--- src/rtl/reg_file_scoreboard.sv ---
// Purpose : 8 x WIDTH register file with per-register pending bits for long-latency (MULT/DIV) ops.
// Latency : reads are combinational; writes, issues and retires take effect at the next rising edge.
// Backpr. : Stall is raised on RAW/WAW against a pending register; LD_REG/Issue_LL are ignored while stalled.
//
// Ports: Clk/Reset (sync, active-high); DR/SR1/SR2 + *_USE from the address mux; LD_REG/Data_in bus write;
//        Issue_LL marks DR pending; Retire/Retire_DR/Retire_data late write-back; SR1_OUT/SR2_OUT operands;
//        Busy registered pending vector; Stall combinational hazard flag.
module reg_file_scoreboard #(
    parameter int WIDTH = 16,
    parameter bit FWD   = 1'b1
) (
    input  logic             Clk,
    input  logic             Reset,
    input  logic [2:0]       DR,
    input  logic [2:0]       SR1,
    input  logic [2:0]       SR2,
    input  logic             DR_USE,
    input  logic             SR1_USE,
    input  logic             SR2_USE,
    input  logic             LD_REG,
    input  logic [WIDTH-1:0] Data_in,
    input  logic             Issue_LL,
    input  logic             Retire,
    input  logic [2:0]       Retire_DR,
    input  logic [WIDTH-1:0] Retire_data,
    output logic [WIDTH-1:0] SR1_OUT,
    output logic [WIDTH-1:0] SR2_OUT,
    output logic [7:0]       Busy,
    output logic             Stall
);

    logic [WIDTH-1:0] regs_q [8];
    logic [WIDTH-1:0] regs_d [8];
    logic [7:0]       busy_q;
    logic [7:0]       busy_d;

    logic       ret_ok;
    logic [7:0] hz;
    logic       ld_g;
    logic       iss_g;

    // A retire is only meaningful for a register still marked pending; anything else
    // (e.g. a write-back arriving after a reset flushed the scoreboard) is dropped.
    assign ret_ok = Retire & busy_q[Retire_DR];

    always_comb begin
        for (int i = 0; i < 8; i++) begin
            // A register retiring this cycle is no longer a hazard when bypass is enabled,
            // since its value is forwarded to the readers in the same cycle.
            hz[i] = busy_q[i] & ~(FWD & ret_ok & (Retire_DR == 3'(i)));
        end
    end

    assign Stall = (SR1_USE & hz[SR1]) | (SR2_USE & hz[SR2]) | (DR_USE & hz[DR]);
    assign ld_g  = LD_REG & ~Stall;
    assign iss_g = Issue_LL & ~Stall;

    always_comb begin
        busy_d = busy_q;
        for (int i = 0; i < 8; i++) begin
            regs_d[i] = regs_q[i];
            // Bus write beats a retire to the same register.
            if (ld_g && (DR == 3'(i))) begin
                regs_d[i] = Data_in;
            end else if (ret_ok && (Retire_DR == 3'(i))) begin
                regs_d[i] = Retire_data;
            end
        end
        if (ret_ok) begin
            busy_d[Retire_DR] = 1'b0;
        end
        // Applied after the retire clear so a fresh issue to the retiring register stays pending.
        if (iss_g) begin
            busy_d[DR] = 1'b1;
        end
    end

    always_comb begin
        SR1_OUT = regs_q[SR1];
        SR2_OUT = regs_q[SR2];
        if (FWD) begin
            if (ld_g && (DR == SR1)) begin
                SR1_OUT = Data_in;
            end else if (ret_ok && (Retire_DR == SR1)) begin
                SR1_OUT = Retire_data;
            end
            if (ld_g && (DR == SR2)) begin
                SR2_OUT = Data_in;
            end else if (ret_ok && (Retire_DR == SR2)) begin
                SR2_OUT = Retire_data;
            end
        end
    end

    assign Busy = busy_q;

    always_ff @(posedge Clk) begin
        if (Reset) begin
            busy_q <= '0;
            for (int i = 0; i < 8; i++) begin
                regs_q[i] <= '0;
            end
        end else begin
            busy_q <= busy_d;
            for (int i = 0; i < 8; i++) begin
                regs_q[i] <= regs_d[i];
            end
        end
    end

endmodule

--- config.mk ---
export PLATFORM = sky130hd
export DESIGN_NAME = reg_file_scoreboard
export DESIGN_NICKNAME = d
export VERILOG_FILES = /design/src/rtl/reg_file_scoreboard.sv
export SDC_FILE = /design/constraint.sdc
export NUM_CORES = 1
export LEC_CHECK = 0
export CAP_MARGIN = 20
export CORE_MARGIN = 8
export CORE_UTILIZATION = 45
export CTS_CLUSTER_SIZE = 8
export DETAILED_ROUTE_END_ITERATION = 10
export GPL_ROUTABILITY_DRIVEN = 0
export MAX_ROUTING_LAYER = met4
export PLACE_DENSITY = 0.65
export SLEW_MARGIN = 10
export SYNTH_ARGS = -nofsm -noshare
export SYNTH_HDL_FRONTEND = slang
export SYNTH_SLANG_ARGS = --single-unit
export TNS_END_PERCENT = 1
--- constraint.sdc ---
create_clock -name Clk -period 3.5 [get_ports Clk]
set_input_delay 0.7 -clock Clk [delete_from_list [all_inputs] [get_ports Clk]]
set_output_delay 0.7 -clock Clk [all_outputs]
set_load 0.01 [all_outputs]
==> metrics.yaml <==
floorplan:
  ios: 93
  start_util_pct: 45.6
  die_y_microns: 164
  coreArea_sq_um: 21700
  die_w_microns: 164
  core.rowCount: 54
  fp.dieArea_sq_um: 27000
synth:
  syn_inst: 830
  syn_avg_cell_area_sq_um: 11.9
  ys_seq_area_share_pct: 40.5
  synth_ff_type: "edfxtp_1"
  syn_nets: 882
  synth_edf_count: 128
  synth_area_sq_um: 9880
  synth_top_area_share_pct: 38.9
  synth_cell_types: 52
  yosys.area.top_type: "edfxtp_1"
  yosys_warnings: 0
  ys_top_cells_by_area: "edfxtp_1, mux2i_1, mux4_2"
  synth.ff_latch_count: 136
  async_reset_ff_share_pct: 0
layout:
  layout_common_cells: "mux2i_1, nand2_1, edfxtp_1, buf_4, mux4_2"
  instances_no_fill: 1271
  drive_above_1_share_pct: 31.5
  area_growth_pct: 26.8
  mostFrequentLayoutCell: "mux2i_1"
  diodes: 0
  layout.nets: 1031
  final.fill_count: 1773
placed_design:
  dp_cells: 1237
  port_buffers: 92
  hpwlAfterDp_microns: 21000
timing:
  drv_slew: 0
  finalWorstPathRequiredPeriod_ns: 3.44
  hold_viol: 0
  finalSetupViolCount: 0
  tns_ns: 0
  relSlewSlack_pct: 59.7
  finClkSkew_ns: 0.0108
  fmax_mhz: 291
  period_share_pct: 98.3
  rsz0062_at_grt: "true"
  tightest_slew_ns: 0.604
min_path:
  holdPathStages: 2
  hold_start: "Busy[6]"
  hp-class: "flip-flop to flip-flop"
  hold-path-endpoint: "Busy[6]"
clocking:
  cts_root_buf: "clkbuf_16"
  cts_max_path_buffers: 2
  clk_latency_ns: 0.42
  numClockSinks: 136
  clk_pin_slew_ns: 0.06
  cts_tree: "yes"
  h-tree-depth: 4
  cts_buffers: 17
pwr:
  intPower_w: 0.00334
  p_seq_share_pct: 42.0
  clockPowerShare_pct: 36.6
  comb_power_share_pct: 21.4
  ir_drop_mv: 0.334
  p_total_w: 0.00453
  swShare_pct: 26.2
  p_leak_nw: 4.98
  power_density_nw_per_um2: 361
  p_sw_w: 0.00118
setup_path:
  required_ns: 2.80
  end_kind: "output pin"
  path_buf_inv: 4
  slowest_delay_ns: 0.59
  r2r-end: "regs_q[1][10]"
  ff2ff_path_depth: 8
  start_kind: "primary input"
  cp_cell_sequence: "buf_8 > or4b_4 > nand3_4 > o311ai_4 > o311ai_2 > buf_4 > nand3_4 > buf_12 > mux2_4 > buf_6"
  path_common_cell: "nand3_4"
  path_max_fanout: 6
  worst_path_max_delay_cell: "or4b_4"
  critPathArrivalTime_ns: 2.74
  r2r-start: "Busy[3]"
  cp_top_family: "simple AND/OR/NAND/NOR gates"
  crit_type: "primary input to output pin"
  rrSetupSlack_ns: 0.80
route:
  first_iter_violations: 692
  routedWlPerCell_microns: 23.9
  vias_per_cell: 6.04
  drcViolationCount: 0
  detail-route-antenna-nets: 0
  dr.pass1.iters: 5
  via_count: 7673
  routed_wirelength_microns: 30400
grt:
  met1_usage_pct: 29.3
  grt_max_degree: 33
  grt-busiest-layer: "met2"
  grt_pass1_wl_microns: 46100
  grt_pass1_vias: 7901
  use_met3_pct: 3.18
  grt_usage_pct: 23.5
  grt_overflow_total: 0
  met2_usage_pct: 38.9
  antenna_found_initial: 0
flow_run:
  drv_cap: 0
status:
  status: "finished, final reports clean"
worst register-to-register path, delay by kind of cell, from the launching register on:
| kind | cells | cell delay (ns) |
|---|---|---|
| buf+inv | 2 | 0.43 |
| mux | 1 | 0.48 |
| simple gates | 4 | 1.05 |
| flops | 1 | 0.31 |
| compound gates | 1 | 0.17 |
layer usage:
layer  share of wire, %  vias to the layer above
li1                   -                     3429
met1                 42                     3915
met2                 50                      289
met3                5.7                       40
met4                2.2                        0
met5                  0                        -
synthesized netlist by cell type (2+ instances only):
| master | n |
|---|---|
| mux2i_1 | 161 |
| nand2_1 | 141 |
| edfxtp_1 | 128 |
| mux4_2 | 66 |
| nand2b_1 | 36 |
| o21ai_0 | 32 |
| clkbuf_1 | 29 |
| buf_1 | 21 |
| mux2_4 | 20 |
| nor2b_1 | 19 |
| buf_2 | 14 |
| nor2_1 | 14 |
| buf_6 | 13 |
| inv_1 | 12 |
| mux2_2 | 12 |
| nand3_1 | 12 |
| xnor2_1 | 12 |
| dfxtp_1 | 8 |
| buf_4 | 7 |
| nand4_1 | 7 |
| nand3b_1 | 5 |
| nor3_1 | 5 |
| nand4bb_1 | 4 |
| nor4_1 | 4 |
| o32ai_1 | 4 |
| or3_1 | 4 |
| and3_1 | 3 |
| nand4b_1 | 3 |
| o22ai_1 | 3 |
| a21oi_1 | 2 |
| a311oi_1 | 2 |
| a32oi_1 | 2 |
| nand3_4 | 2 |
| nor4bb_1 | 2 |
| o2111ai_1 | 2 |
| o31ai_1 | 2 |
| or2_2 | 2 |
final cells by class:
class                      count  area, sq um  share of cell area (%)
inverter                      13         48.8                   0.390
clock inverter                13          106                   0.849
tap                          280          350                    2.80
timing repair buffer         214         2100                    16.8
multi-input combinational    597         5490                    43.8
clock buffer                  18          429                    3.43
sequential                   136         4000                    32.0
logic make-up (layout without fill, tap and decap cells):
group | Yosys count | in the layout | synth area share, %
xor gates and xnor gates | 12 | 12 | 1.06
buffers and inverters | 97 | 258 | 5.12
AOI/OAI and AO/OA | 58 | 58 | 3.77
DFF | 136 | 136 | 40.5
and+or+nand+nor | 268 | 268 | 13.8
muxes | 259 | 259 | 35.8
worst max path at each step:
stage,slack [ns],cells after the start,end,startpoint
floorplan,0.20,8,SR1_OUT[10],Retire_DR[2]
global placement,-0.90,9,SR1_OUT[12],Retire_DR[0]
detailed placement,-0.95,9,SR1_OUT[12],Retire_DR[0]
CTS,0.003,10,SR1_OUT[4],DR_USE
global route,-0.02,11,SR1_OUT[14],Retire_DR[1]
finish,0.06,10,SR1_OUT[13],Retire_DR[0]
registers in the layout, indices dropped and copies added (netlist names):
signal / flops
Busy: 8
regs_q: 128
metrics by stage:
step / hold WS (ns) / worst slack [ns] / util [%] / cell area (sq um)
final: 0.621 / 0.0608 / 57.8 / 12500
after CTS: 0.606 / 0.00317 / 57.3 / 12400
after global routing: 0.653 / -0.0193 / 57.8 / 12500
after global placement: 0.581 / -0.899 / 54.8 / 11900
after floorplan: 0.551 / 0.199 / - / 9880
after detailed placement: 0.587 / -0.953 / 54.8 / 11900
power by group through the flow:
| stage | Clock, W | Combinational [W] | Sequential, W |
|---|---|---|---|
| global placement | 0 | 0.000943 | 0.00193 |
| global route | 0.00173 | 0.00102 | 0.00191 |
| floorplan | 0 | 0.000527 | 0.00192 |
| finish | 0.00166 | 0.000968 | 0.00190 |
| detailed placement | 0 | 0.000950 | 0.00194 |
| CTS | 0.00167 | 0.000938 | 0.00190 |
repair_timing:
| item | CTS | global route |
|---|---|---|
| pin swaps | 9 | 8 |
| buffers inserted | 3 | 1 |
| gates resized for setup | 176 | 27 |
| cloned | 0 | 1 |
| hold buffers | 0 | 0 |
| endpoints found under the setup margin | 33 | 33 |
Note: power is estimated with default switching activity, not from simulation.
